### src/rtl/dmem_port_arbiter_if.sv
// dmem_port_arbiter_if
//   Bundles the two requester ports, the RAM port and the busy flag of
//   dmem_port_arbiter.
//   slave  : arbiter view (requests and RAM read data in; grants, responses
//            and RAM controls out).
//   master : requester/RAM-environment view (the mirror of slave).
//   Signals: req0/req1, we0/we1, addr0/addr1, wdata0/wdata1  (requests)
//            gnt0/gnt1, rvalid0/rvalid1, err0/err1, rdata0/rdata1 (responses)
//            mem_we, mem_addr, mem_wdata, mem_rdata          (RAM port)
//            busy                                             (status)
interface dmem_port_arbiter_if #(
  parameter int unsigned DATA_WIDTH = 32
);
  logic                  req0;
  logic                  req1;
  logic                  we0;
  logic                  we1;
  logic [DATA_WIDTH-1:0] addr0;
  logic [DATA_WIDTH-1:0] addr1;
  logic [DATA_WIDTH-1:0] wdata0;
  logic [DATA_WIDTH-1:0] wdata1;

  logic                  gnt0;
  logic                  gnt1;
  logic                  rvalid0;
  logic                  rvalid1;
  logic                  err0;
  logic                  err1;
  logic [DATA_WIDTH-1:0] rdata0;
  logic [DATA_WIDTH-1:0] rdata1;

  logic                  mem_we;
  logic [DATA_WIDTH-1:0] mem_addr;
  logic [DATA_WIDTH-1:0] mem_wdata;
  logic [DATA_WIDTH-1:0] mem_rdata;

  logic                  busy;

  modport slave (
    input  req0, req1, we0, we1, addr0, addr1, wdata0, wdata1,
    input  mem_rdata,
    output gnt0, gnt1, rvalid0, rvalid1, err0, err1, rdata0, rdata1,
    output mem_we, mem_addr, mem_wdata,
    output busy
  );

  modport master (
    output req0, req1, we0, we1, addr0, addr1, wdata0, wdata1,
    output mem_rdata,
    input  gnt0, gnt1, rvalid0, rvalid1, err0, err1, rdata0, rdata1,
    input  mem_we, mem_addr, mem_wdata,
    input  busy
  );
endinterface

### src/rtl/dmem_port_arbiter.sv
// dmem_port_arbiter
//   Two-requester arbiter/sequencer for a single-port synchronous data RAM
//   (combinational read, write on the rising clock edge). Requester 0 is the
//   CPU load/store port, requester 1 the loader/debug port. One access is
//   handled at a time through IDLE -> ACCESS -> RESP; the address is range
//   and alignment checked, read data is registered per requester and the
//   completion is signalled with rvalidN qualified by errN.
//
//   Ports:
//     clk    : system clock, rising edge
//     reset  : synchronous, active-low reset
//     bus    : dmem_port_arbiter_if.slave (requests, responses, RAM port, busy)
//
//   Build option:
//     DMEM_ARB_ROUND_ROBIN_EN - when defined, simultaneous requests are
//     resolved by a round-robin pointer; otherwise requester 0 always wins.
module dmem_port_arbiter #(
  parameter int unsigned           DATA_WIDTH   = 32,
  parameter int unsigned           MEMORY_DEPTH = 64,
  parameter logic [DATA_WIDTH-1:0] BASE_ADDR    = 32'h1001_0000
) (
  input  logic                clk,
  input  logic                reset,
  dmem_port_arbiter_if.slave  bus
);

  typedef enum logic [1:0] {
    ST_IDLE   = 2'd0,
    ST_ACCESS = 2'd1,
    ST_RESP   = 2'd2
  } state_e;

  // Upper bound is formed one bit wider so BASE + 4*DEPTH cannot wrap.
  localparam logic [DATA_WIDTH:0] BASE_EXT  = {1'b0, BASE_ADDR};
  localparam logic [DATA_WIDTH:0] SPAN      = (DATA_WIDTH+1)'(4 * MEMORY_DEPTH);
  localparam logic [DATA_WIDTH:0] LIMIT_EXT = BASE_EXT + SPAN;

  state_e                state_q, state_d;
  logic                  owner_q, owner_d;
  logic                  we_q,    we_d;
  logic [DATA_WIDTH-1:0] addr_q,  addr_d;
  logic [DATA_WIDTH-1:0] wdata_q, wdata_d;
  logic [DATA_WIDTH-1:0] rdata0_q, rdata0_d;
  logic [DATA_WIDTH-1:0] rdata1_q, rdata1_d;

  logic                  any_req;
  logic                  sel_win;
  logic                  in_range;

`ifdef DMEM_ARB_ROUND_ROBIN_EN
  // Holds the requester preferred on the next simultaneous request.
  logic                  prio_q, prio_d;
`endif

  // Winner selection for the current request set.
  always_comb begin
    any_req = bus.req0 || bus.req1;
`ifdef DMEM_ARB_ROUND_ROBIN_EN
    sel_win = (bus.req0 && bus.req1) ? prio_q : bus.req1;
`else
    sel_win = !bus.req0;
`endif
  end

  // Range and alignment check on the latched address.
  always_comb begin
    in_range = ({1'b0, addr_q} >= BASE_EXT) &&
               ({1'b0, addr_q} <  LIMIT_EXT) &&
               (addr_q[1:0] == 2'b00);
  end

  // Next-state and datapath updates.
  always_comb begin
    state_d  = state_q;
    owner_d  = owner_q;
    we_d     = we_q;
    addr_d   = addr_q;
    wdata_d  = wdata_q;
    rdata0_d = rdata0_q;
    rdata1_d = rdata1_q;
`ifdef DMEM_ARB_ROUND_ROBIN_EN
    prio_d   = prio_q;
`endif

    case (state_q)
      ST_IDLE: begin
        if (any_req) begin
          owner_d = sel_win;
          we_d    = sel_win ? bus.we1    : bus.we0;
          addr_d  = sel_win ? bus.addr1  : bus.addr0;
          wdata_d = sel_win ? bus.wdata1 : bus.wdata0;
`ifdef DMEM_ARB_ROUND_ROBIN_EN
          prio_d  = !sel_win;
`endif
          state_d = ST_ACCESS;
        end
      end

      ST_ACCESS: begin
        // Only successful reads update the owner's read-data register.
        if (!we_q && in_range) begin
          if (owner_q) begin
            rdata1_d = bus.mem_rdata;
          end else begin
            rdata0_d = bus.mem_rdata;
          end
        end
        state_d = ST_RESP;
      end

      ST_RESP: begin
        state_d = ST_IDLE;
      end

      default: begin
        state_d = ST_IDLE;
      end
    endcase
  end

  always_ff @(posedge clk) begin
    if (!reset) begin
      state_q  <= ST_IDLE;
      owner_q  <= 1'b0;
      we_q     <= 1'b0;
      addr_q   <= BASE_ADDR;
      wdata_q  <= '0;
      rdata0_q <= '0;
      rdata1_q <= '0;
`ifdef DMEM_ARB_ROUND_ROBIN_EN
      prio_q   <= 1'b0;
`endif
    end else begin
      state_q  <= state_d;
      owner_q  <= owner_d;
      we_q     <= we_d;
      addr_q   <= addr_d;
      wdata_q  <= wdata_d;
      rdata0_q <= rdata0_d;
      rdata1_q <= rdata1_d;
`ifdef DMEM_ARB_ROUND_ROBIN_EN
      prio_q   <= prio_d;
`endif
    end
  end

  // Outputs decoded from the registered state; gnt/rvalid/err belong only
  // to the latched owner.
  always_comb begin
    bus.gnt0    = (state_q == ST_ACCESS) && !owner_q;
    bus.gnt1    = (state_q == ST_ACCESS) &&  owner_q;
    bus.rvalid0 = (state_q == ST_RESP)   && !owner_q;
    bus.rvalid1 = (state_q == ST_RESP)   &&  owner_q;
    bus.err0    = bus.rvalid0 && !in_range;
    bus.err1    = bus.rvalid1 && !in_range;
    bus.rdata0  = rdata0_q;
    bus.rdata1  = rdata1_q;
    bus.busy    = (state_q != ST_IDLE);
  end

  // RAM port: parked at BASE_ADDR outside ACCESS. The write enable is gated
  // by reset so an access abandoned by reset never commits.
  always_comb begin
    bus.mem_we    = 1'b0;
    bus.mem_addr  = BASE_ADDR;
    bus.mem_wdata = '0;
    if (state_q == ST_ACCESS) begin
      bus.mem_we    = we_q && in_range && reset;
      bus.mem_addr  = addr_q;
      bus.mem_wdata = wdata_q;
    end
  end

endmodule

### src/flat_wrapper.sv
// flat-port wrapper written by rule: the top's interface ports become plain ports
module dmem_port_arbiter_flat 
#(
  parameter int unsigned           DATA_WIDTH   = 32,
  parameter int unsigned           MEMORY_DEPTH = 64,
  parameter logic [DATA_WIDTH-1:0] BASE_ADDR    = 32'h1001_0000
)
  (clk, reset, bus_req0, bus_req1, bus_we0, bus_we1, bus_addr0, bus_addr1, bus_wdata0, bus_wdata1, bus_mem_rdata, bus_gnt0, bus_gnt1, bus_rvalid0, bus_rvalid1, bus_err0, bus_err1, bus_rdata0, bus_rdata1, bus_mem_we, bus_mem_addr, bus_mem_wdata, bus_busy);
  dmem_port_arbiter_if #(.DATA_WIDTH(DATA_WIDTH)) bus_i ();
  input  logic clk;
  input  logic reset;
  input wire logic [$bits(bus_i.req0)-1:0] bus_req0;
  input wire logic [$bits(bus_i.req1)-1:0] bus_req1;
  input wire logic [$bits(bus_i.we0)-1:0] bus_we0;
  input wire logic [$bits(bus_i.we1)-1:0] bus_we1;
  input wire logic [$bits(bus_i.addr0)-1:0] bus_addr0;
  input wire logic [$bits(bus_i.addr1)-1:0] bus_addr1;
  input wire logic [$bits(bus_i.wdata0)-1:0] bus_wdata0;
  input wire logic [$bits(bus_i.wdata1)-1:0] bus_wdata1;
  input wire logic [$bits(bus_i.mem_rdata)-1:0] bus_mem_rdata;
  output wire logic [$bits(bus_i.gnt0)-1:0] bus_gnt0;
  output wire logic [$bits(bus_i.gnt1)-1:0] bus_gnt1;
  output wire logic [$bits(bus_i.rvalid0)-1:0] bus_rvalid0;
  output wire logic [$bits(bus_i.rvalid1)-1:0] bus_rvalid1;
  output wire logic [$bits(bus_i.err0)-1:0] bus_err0;
  output wire logic [$bits(bus_i.err1)-1:0] bus_err1;
  output wire logic [$bits(bus_i.rdata0)-1:0] bus_rdata0;
  output wire logic [$bits(bus_i.rdata1)-1:0] bus_rdata1;
  output wire logic [$bits(bus_i.mem_we)-1:0] bus_mem_we;
  output wire logic [$bits(bus_i.mem_addr)-1:0] bus_mem_addr;
  output wire logic [$bits(bus_i.mem_wdata)-1:0] bus_mem_wdata;
  output wire logic [$bits(bus_i.busy)-1:0] bus_busy;
  assign bus_i.req0 = bus_req0;
  assign bus_i.req1 = bus_req1;
  assign bus_i.we0 = bus_we0;
  assign bus_i.we1 = bus_we1;
  assign bus_i.addr0 = bus_addr0;
  assign bus_i.addr1 = bus_addr1;
  assign bus_i.wdata0 = bus_wdata0;
  assign bus_i.wdata1 = bus_wdata1;
  assign bus_i.mem_rdata = bus_mem_rdata;
  assign bus_gnt0 = bus_i.gnt0;
  assign bus_gnt1 = bus_i.gnt1;
  assign bus_rvalid0 = bus_i.rvalid0;
  assign bus_rvalid1 = bus_i.rvalid1;
  assign bus_err0 = bus_i.err0;
  assign bus_err1 = bus_i.err1;
  assign bus_rdata0 = bus_i.rdata0;
  assign bus_rdata1 = bus_i.rdata1;
  assign bus_mem_we = bus_i.mem_we;
  assign bus_mem_addr = bus_i.mem_addr;
  assign bus_mem_wdata = bus_i.mem_wdata;
  assign bus_busy = bus_i.busy;
  dmem_port_arbiter #(.DATA_WIDTH(DATA_WIDTH), .MEMORY_DEPTH(MEMORY_DEPTH), .BASE_ADDR(BASE_ADDR)) u_core (.clk(clk), .reset(reset), .bus(bus_i));
endmodule
### config.mk
export PLATFORM = sky130hd
export DESIGN_NAME = dmem_port_arbiter_flat
export DESIGN_NICKNAME = d
export VERILOG_FILES = /design/src/rtl/dmem_port_arbiter_if.sv /design/src/rtl/dmem_port_arbiter.sv /design/src/flat_wrapper.sv
export SDC_FILE = /design/constraint.sdc
export NUM_CORES = 1
export LEC_CHECK = 0
export ABC_AREA = 1
export CAP_MARGIN = 20
export CORE_AREA = 2 2 118 120
export CTS_BUF_LIST = sky130_fd_sc_hd__clkbuf_16
export CTS_CLUSTER_DIAMETER = 200
export DETAILED_ROUTE_END_ITERATION = 8
export DIE_AREA = 0 0 120 122
export DONT_BUFFER_PORTS = 1
export HOLD_SLACK_MARGIN = 0.03
export SLEW_MARGIN = 10
export SYNTH_ARGS = -nofsm -noshare
export SYNTH_HDL_FRONTEND = slang
export SYNTH_SLANG_ARGS = --single-unit
### constraint.sdc
create_clock -name clk -period 1.8 [get_ports clk]
set_clock_uncertainty 0.05 [all_clocks]
set_input_delay 0.27 -clock clk [delete_from_list [all_inputs] [get_ports clk]]
set_output_delay 0.27 -clock clk [all_outputs]
set_load 0.005 [all_outputs]
---- Yosys cells after proc, flatten, opt, wreduce, memory -nomap -nowiden ----
Cells that the tools add are included.
cells by class
  $lt $le $gt $ge ......................... 2
  bitwise logic cells ..................... 1
  equal/unequal tests ..................... 3
  reductions and logical operators ........ 22
  multiplexer cells ....................... 8
operators with widths
  operator              number
  $mux 32               4
  $ge 32x29->1 const B  1
  $lt 32x29->1 const B  1
  $logic_and 1x1->1     11
  $reduce_and 3->1      2
  $logic_not 1->1       4
  $logic_not 2->1       2
  $pmux 2 s2            1
  $eq 2x1->1 const B    1
  $eq 2x2->1 const B    1
  $mux 1                2
  $mux 2                1
  $ne 2x1->1 const B    1
  $reduce_and 2->1      1
  $reduce_bool 2->1     1
  $logic_or 1x1->1      1
  $not 1->1             1
word-level totals
  output and inout port bits .............. 136
  register bits ........................... 132
  input bits .............................. 166
  logic and storage cells ................. 43

---- Depth between registers and ports, before layout ----
Gate-level depths: netlist (run 1).
  depth after elaboration ................. 6
  mapped depth ............................ 10
  depth with buffers taken out ............ 9

---- Worst setup path after synthesis (run 1) ----
Ideal clock, no wire load.
  path kind ............................... reg2out
  start point ............................. register u_core.state_q[0]
  end point ............................... output port bus_mem_addr[0]
  required time ........................... 1480 ps
  arrival time ............................ 1145 ps
  path slack .............................. 335 ps
  cell stages (with the launch flop) ...... 7
  cell sequence ........................... dfxtp_1 -> inv_2 -> nor2_1 -> inv_2 -> clkbuf_1 -> clkbuf_1 -> nor2_1
between the ends
  cells in the longest elaborated chain, start to end .. 2
ends and longest elaborated chain
  item                    line                      RTL
  start, declared         dmem_port_arbiter.sv:38   state_e state_q, state_d;
  start signal, assigned  dmem_port_arbiter.sv:134  state_q <= state_d;
  $eq 2x1->1              dmem_port_arbiter.sv:167  if (state_q == ST_ACCESS) begin
  $mux 32                 dmem_port_arbiter.sv:167
  end, declared           flat_wrapper.sv:30        output wire logic [$bits(bus_i.mem_addr)-1:0] bus_mem_addr;
Every way passes these cells.

---- Worst setup path in the final report (run 1) ----
  start point ............................. register u_core.addr_q[20]
  end point ............................... output port bus_err0
between the ends
  cells in the longest elaborated chain, start to end .. 5
  elaborated cells between the ends (all ways) .. 6
  those cells by class .................... 2 x order compare; 4 x reduce/logical
ends and longest elaborated chain
  item                                          line                                              RTL
  start, declared                               dmem_port_arbiter.sv:41                           logic [DATA_WIDTH-1:0] addr_q, addr_d;
  start signal, assigned                        dmem_port_arbiter.sv:137                          addr_q <= addr_d;
  $ge 32x29->1 or $lt 32x29->1 (tied branches)  dmem_port_arbiter.sv:67, dmem_port_arbiter.sv:68
  $logic_and 1x1->1 *                           dmem_port_arbiter.sv:67                           in_range = ({1'b0, addr_q} >= BASE_EXT) &&
  $logic_and 1x1->1 *                           dmem_port_arbiter.sv:68                           ({1'b0, addr_q} < LIMIT_EXT) &&
  $logic_not 1->1 *                             dmem_port_arbiter.sv:154                          bus.err0 = bus.rvalid0 && !in_range;
  $logic_and 1x1->1 *                           dmem_port_arbiter.sv:154
  end, declared                                 flat_wrapper.sv:25                                output wire logic [$bits(bus_i.err0)-1:0] bus_err0;
Every way passes the cells marked *; elsewhere a longest branch is shown, timed or not.

==> impl_metrics.tcl, run 1 <==
set metrics [dict create \
    drt_iter0_drc 548 \
    core-area_um2 13500 \
    syn_nets 1229 \
    synth_cells 1063 \
    portBuffers 0 \
    cp-end-kind "output port" \
    ys_ff_latch 132 \
    ir_drop_mv 0.6091 \
    grt_first_pass_wirelength_mm 30.90 \
    start_kind "flip-flop" \
    combinationalPowerShare_pct 17.4 \
    numCtsBuffers 17 \
    post_drt_wl_per_cell_um 16.40 \
    crit_family "simple AND/OR/NAND/NOR gates" \
    clk_latency_ps 420 \
    netSwitchingPower_mw 2.116 \
    seq_power_share_pct 41.4 \
    synth-seq-area-share_pct 39.70 \
    syn_avg_cell_area_um2 6.262 \
    finalSetupViolations 31 \
    period_minus_slack_ps 1861 \
    dp_slack_ps 136.1 \
    grt_usage_pct 26.59 \
    grt_max_degree 130 \
    num-nets-final 1326 \
    worstPathMaxFanout 3 \
    grt_overflow 0 \
    cpPeakStageDelay_ps 330 \
    p_clk_share_pct 41.2 \
    cts_tree "yes" \
    grt_pass1_vias 6173 \
    worst_pin_slew_ps 487.4 \
    clk_path_buf_depth 2 \
    maxSlewViolCount 0 \
    ioPinCount 302 \
    crit_buf_inv 1 \
    wl_mm 22.11 \
    violations "negative hold slack, negative setup slack" \
    die_x_um 120 \
    diodes 0 \
    fin_crit_sh_pct 103.4 \
    gp_congestion 0.7886 \
    rows 43 \
    wl_met2_mm 11.12 \
    hold_class "in -> reg" \
    top_layer "met4" \
    critical_path_required_ps 1480 \
    maxCapViolations 0 \
    dieArea_um2 14640 \
    fin_util_pct 67.91 \
    mostFrequentLayoutCell "nand2_1" \
    start_util_pct 49.29 \
    syn_area_um2 6656 \
    route.vias.total 6927 \
    leakage_nw 4.056 \
    fp.dieH_um 122 \
    vias_per_cell 5.139 \
    dp.final_hpwl_mm 12.50 \
    rsz0062_at_grt "yes" \
    antenna_found_initial 0 \
    path_class "reg -> out" \
    status "complete, but fails checks" \
    drc 0 \
    m1WireLength_mm 8.643 \
    critPathArrivalTime_ps 1540 \
    slew_headroom_pct 67.51 \
    slowest_stage "dfxtp_2" \
    setup_ws_ps -60.98 \
    path_clk_slew_ps 50 \
    ys_warn_count 0 \
    max_freq_mhz 537.4 \
    worst-r2r-setup-slack_ps -40 \
    final_cells 1348 \
    switching_share_pct 27.27 \
    syn_to_final_growth_pct 37.76 \
    drive_gt1_share_pct 13.44 \
    wl_met3_mm 1.695 \
    clockRootBuffer "clkbuf_16" \
    ant_nets 0 \
    drt-pass1-iter-count 5 \
    place_inst 1190 \
    p_int_mw 5.643 \
    hold_viol_final 36 \
    cellPowerDensity_nw_per_um2 846.1 \
    crit_chain "nor2_2 -> nand2_2 -> nor2_4 -> nand2_2 -> nor2_4 -> nor4_2 -> buf_4" \
    layout_common_cells "nand2_1 (261), inv_1 (225), dfxtp_1 (123)" \
    htreeDepth 4 \
    whs_ps -71.23 \
    yosysUniqueCellTypes 22 \
    cts.sinks 132 \
]
-- through the flow --
stage          total power, mW  area (um^2)  setup TNS (ps)
6_report                 7.759         9170          -526.0
3_3_place_gp             4.090         6813               0
3_5_place_dp             4.094         6813               0
2_1_floorplan            3.917         6656               0
4_1_cts                  7.557         8371          -54.97
5_1_grt                  8.068         9170           -8557
-- flip-flops by register name, summed over array words and instances (netlist names) --
| signal | count |
|---|---|
| u_core.state_q | 2 |
| u_core.addr_q | 32 |
| u_core.we_q | 1 |
| u_core.wdata_q | 32 |
| u_core.bus.rdata1 | 32 |
| u_core.bus.rdata0 | 32 |
| u_core.owner_q | 1 |
-- cells by family after synthesis --
kind of cell	share of synthesized area, %
AOI/OAI and AO/OA	11.32
and+or+nand+nor	31.05
buffers and inverters	17.93
DFF	39.70
-- power groups by stage --
stage	sequential, mW	combinational, mW	clock [mW]
floorplan	3.23	0.690	0
global placement	3.25	0.844	0
detailed placement	3.25	0.845	0
CTS	3.19	1.14	3.23
global route	3.23	1.47	3.36
finish	3.21	1.35	3.20
-- final timing paths --
kind,from,to,depth (start not counted)
max,u_core.addr_q[20]$_SDFFE_PN0P_,bus_err0,7
min,reset,u_core.bus.rdata0[31]$_SDFFE_PN0P_,2
max reg2reg,u_core.addr_q[20]$_SDFFE_PN0P_,u_core.bus.rdata1[13]$_SDFFE_PN0P_,12
min reg2reg,u_core.bus.rdata1[26]$_SDFFE_PN0P_,u_core.bus.rdata1[26]$_SDFFE_PN0P_,4
-- area by class of cell --
| cell class | instances | area [um^2] |
|---|---|---|
| Fill cell | 1143 | 4334 |
| Multi-Input combinational cell | 626 | 3113 |
| Sequential cell | 132 | 2656 |
| Timing Repair Buffer | 152 | 1782 |
| Inverter | 231 | 872.1 |
| Clock buffer | 17 | 425.4 |
| Tap cell | 180 | 225.2 |
| Clock inverter | 10 | 96.34 |
-- metal layers --
metal	up-vias	GRT usage [%]
met5	-	0
met4	0	10.37
met3	64	8.146
met2	306	46.48
met1	3108	30.38
li1	3449	-
-- what timing repair did --
action	CTS	global route
pin swaps	11	19
setup endpoints to repair	28	125
gates resized for setup	29	90
cloned	4	6
endpoints found under the hold margin	131	128
hold buffers	73	37
setup buffers	10	1
-- Yosys cell counts --
| cell | number | area, um^2 |
|---|---|---|
| nand2_1 | 267 | 1002 |
| inv_1 | 228 | 855.8 |
| nor2_1 | 146 | 548.0 |
| dfxtp_1 | 132 | 2643 |
| nand4_1 | 65 | 406.6 |
| o21ai_0 | 64 | 320.3 |
| a31oi_1 | 63 | 394.1 |
| clkbuf_1 | 38 | 142.6 |
| buf_2 | 21 | 105.1 |
| buf_1 | 7 | 26.28 |
| buf_4 | 5 | 37.54 |
| a21oi_1 | 3 | 15.01 |
| clkbuf_2 | 3 | 15.01 |
| inv_2 | 3 | 11.26 |
| nor2_4 | 3 | 33.78 |
| nor3_1 | 3 | 15.01 |
| nor4_1 | 3 | 18.77 |
| nand3_1 | 2 | 10.01 |
| nand3_2 | 2 | 20.02 |
| o31ai_1 | 2 | 15.01 |
| or2_2 | 2 | 12.51 |
| o21ai_2 | 1 | 8.760 |
-- worst reg2reg max path, stage by stage, from the launching register on --
cell	delay [ps]
dfxtp_2	330
nor2_2	110
nand2_2	110
nor2_4	130
nand2_2	60
nor2_4	160
buf_4	140
buf_4	130
nand3_4	120
clkbuf_16	220
nand2_1	60
inv_1	50
nor2_1	100
(Power assumes the default switching activity.)
==> run 2, diff against run 1 <==
CORE_AREA = 2 2 117 119   (was 2 2 118 120)
DIE_AREA = 0 0 119 121   (was 0 0 120 122)
PLACE_DENSITY = 0.66   (was default)
clock period = 2.4 ns   (was 1.8 ns; I/O delays follow)
==> impl_metrics.tcl, run 2 (synthesis gave the netlist of run 1 again) <==
set metrics [dict create \
    grt_first_pass_wirelength_mm 29.73 \
    core-area_um2 13090 \
    cts.sinks 132 \
    mostFrequentLayoutCell "nand2_1" \
    startpoint "u_core.addr_q[30]$_SDFFE_PN0P_" \
    layout_common_cells "nand2_1 (267), inv_1 (231), nor2_1 (146)" \
    hold_start "bus_req0" \
    portBuffers 0 \
    worst_pin_slew_ps 947.7 \
    worstPathMaxFanout 67 \
    path_class "reg -> out" \
    drt-pass1-iter-count 5 \
    cellPowerDensity_nw_per_um2 731.2 \
    critPathArrivalTime_ps 1780 \
    final_cells 1216 \
    die_x_um 119 \
    post_drt_wl_per_cell_um 15.56 \
    gp_congestion 0.8174 \
    fp.dieH_um 121 \
    dp.final_hpwl_mm 12.41 \
    fin_crit_sh_pct 91.29 \
    cp-end-kind "output port" \
    drt_iter0_drc 508 \
    drc 0 \
    hold_viol_final 0 \
    path_clk_slew_ps 50 \
    htreeDepth 4 \
    maxSlewViolCount 0 \
    grt_pass1_vias 5789 \
    period_minus_slack_ps 2191 \
    ant_nets 0 \
    numCtsBuffers 17 \
    ir_drop_mv 0.4454 \
    diodes 0 \
    cts_tree "yes" \
    grt_overflow 0 \
    dieArea_um2 14400 \
    grt_usage_pct 26.11 \
    grt_max_degree 97 \
    num-nets-final 1194 \
    antenna_found_initial 0 \
    r2r-start "u_core.state_q[0]$_SDFFE_PN0P_" \
    clockRootBuffer "clkbuf_16" \
    route.vias.total 6215 \
    start_util_pct 50.87 \
    hold_class "in -> reg" \
    vias_per_cell 5.111 \
    leakage_nw 3.350 \
    status "finished clean" \
    slew_headroom_pct 36.61 \
    start_kind "flip-flop" \
    syn_to_final_growth_pct 9.850 \
    post_cts_buffers 0 \
    drive_gt1_share_pct 4.519 \
    finalSetupViolations 0 \
    wl_mm 18.92 \
    clk_path_buf_depth 2 \
    clk_latency_ps 420 \
    rsz0062_at_grt "no" \
    critical_path_required_ps 1990 \
    maxCapViolations 0 \
    setup_tns_ps 0 \
    rows 42 \
    place_inst 1177 \
    max_freq_mhz 456.4 \
    ioPinCount 302 \
]
run 2: changes by cell type in the layout (fill, tap and decap cells not counted), moves of 5 or more:
| cell | before | now |
|---|---|---|
| nand2_1 | 261 | 267 |
| buf_4 | 14 | 6 |
| buf_12 | 14 | 5 |
| nand2_2 | 6 | 0 |
| dfxtp_2 | 8 | 0 |
| dlygate4sd3_1 | 109 | 7 |
| dfxtp_1 | 123 | 132 |
| inv_1 | 225 | 231 |
| nor2_2 | 42 | 0 |
| clkbuf_16 | 22 | 17 |
| nor2_1 | 88 | 146 |
| nor2_4 | 19 | 3 |
run 2: routing by layer:
layer | vias up | track usage (%) | wire (um)
met2 | 237 | 44.11 | 9275
met1 | 2761 | 30.86 | 7878
met5 | - | 0 | 0
met3 | 33 | 8.130 | 1325
li1 | 3184 | - | -
met4 | 0 | 10.57 | 445
run 2: stage by stage:
step	total power [mW]	hold slack, ps	utilization [%]	instance area [um^2]	worst slack [ps]
floorplan	2.938	407.0	-	6656	845.3
detailed placement	3.045	408.3	51.22	6703	446.3
global route	5.591	40.05	55.88	7312	89.51
finish	5.346	41.86	55.88	7312	209.1
global placement	3.044	408.6	51.22	6703	471.1
CTS	5.373	30.69	55.85	7308	73.30
run 2: power by group:
group	leakage (nW)	total, mW	switching [mW]	internal [mW]
Combinational	2.00	0.653	0.442	0.211
Sequential	1.08	2.40	0.0749	2.32
Clock	0.270	2.29	0.925	1.37
run 2: repair_timing:
item / CTS / global route
endpoints found under the setup margin: 0 / 2
hold buffers: 8 / 0
hold endpoints to repair: 101 / 0
gates resized for setup: 0 / 1
run 2: critical path: stages, from the launching register on:
cell,delay [ps]
dfxtp_1,340
nor2_1,160
nand2_1,60
nor2_1,130
nand2_1,110
nor2_4,150
buf_12,280
nor4_1,130
run 2: final timing paths:
kind	depth (start not counted)	end	slack, ps
worst min register to register	2	u_core.addr_q[16]$_SDFFE_PN1P_	470
worst max-delay path	7	bus_err0	210
worst min-delay path	2	u_core.addr_q[11]$_SDFFE_PN0P_	40
worst max register to register	7	u_core.owner_q$_SDFFE_PN0P_	360
run 2: final cells by class:
type	instances	area, um^2
clock buffers	17	425.4
clock inverters	14	82.58
fillers	1311	5773
inverters	231	867.1
multi-input cells	626	2820
flip-flops and latches	132	2643
well taps	176	220.2
repair buffers	20	254.0
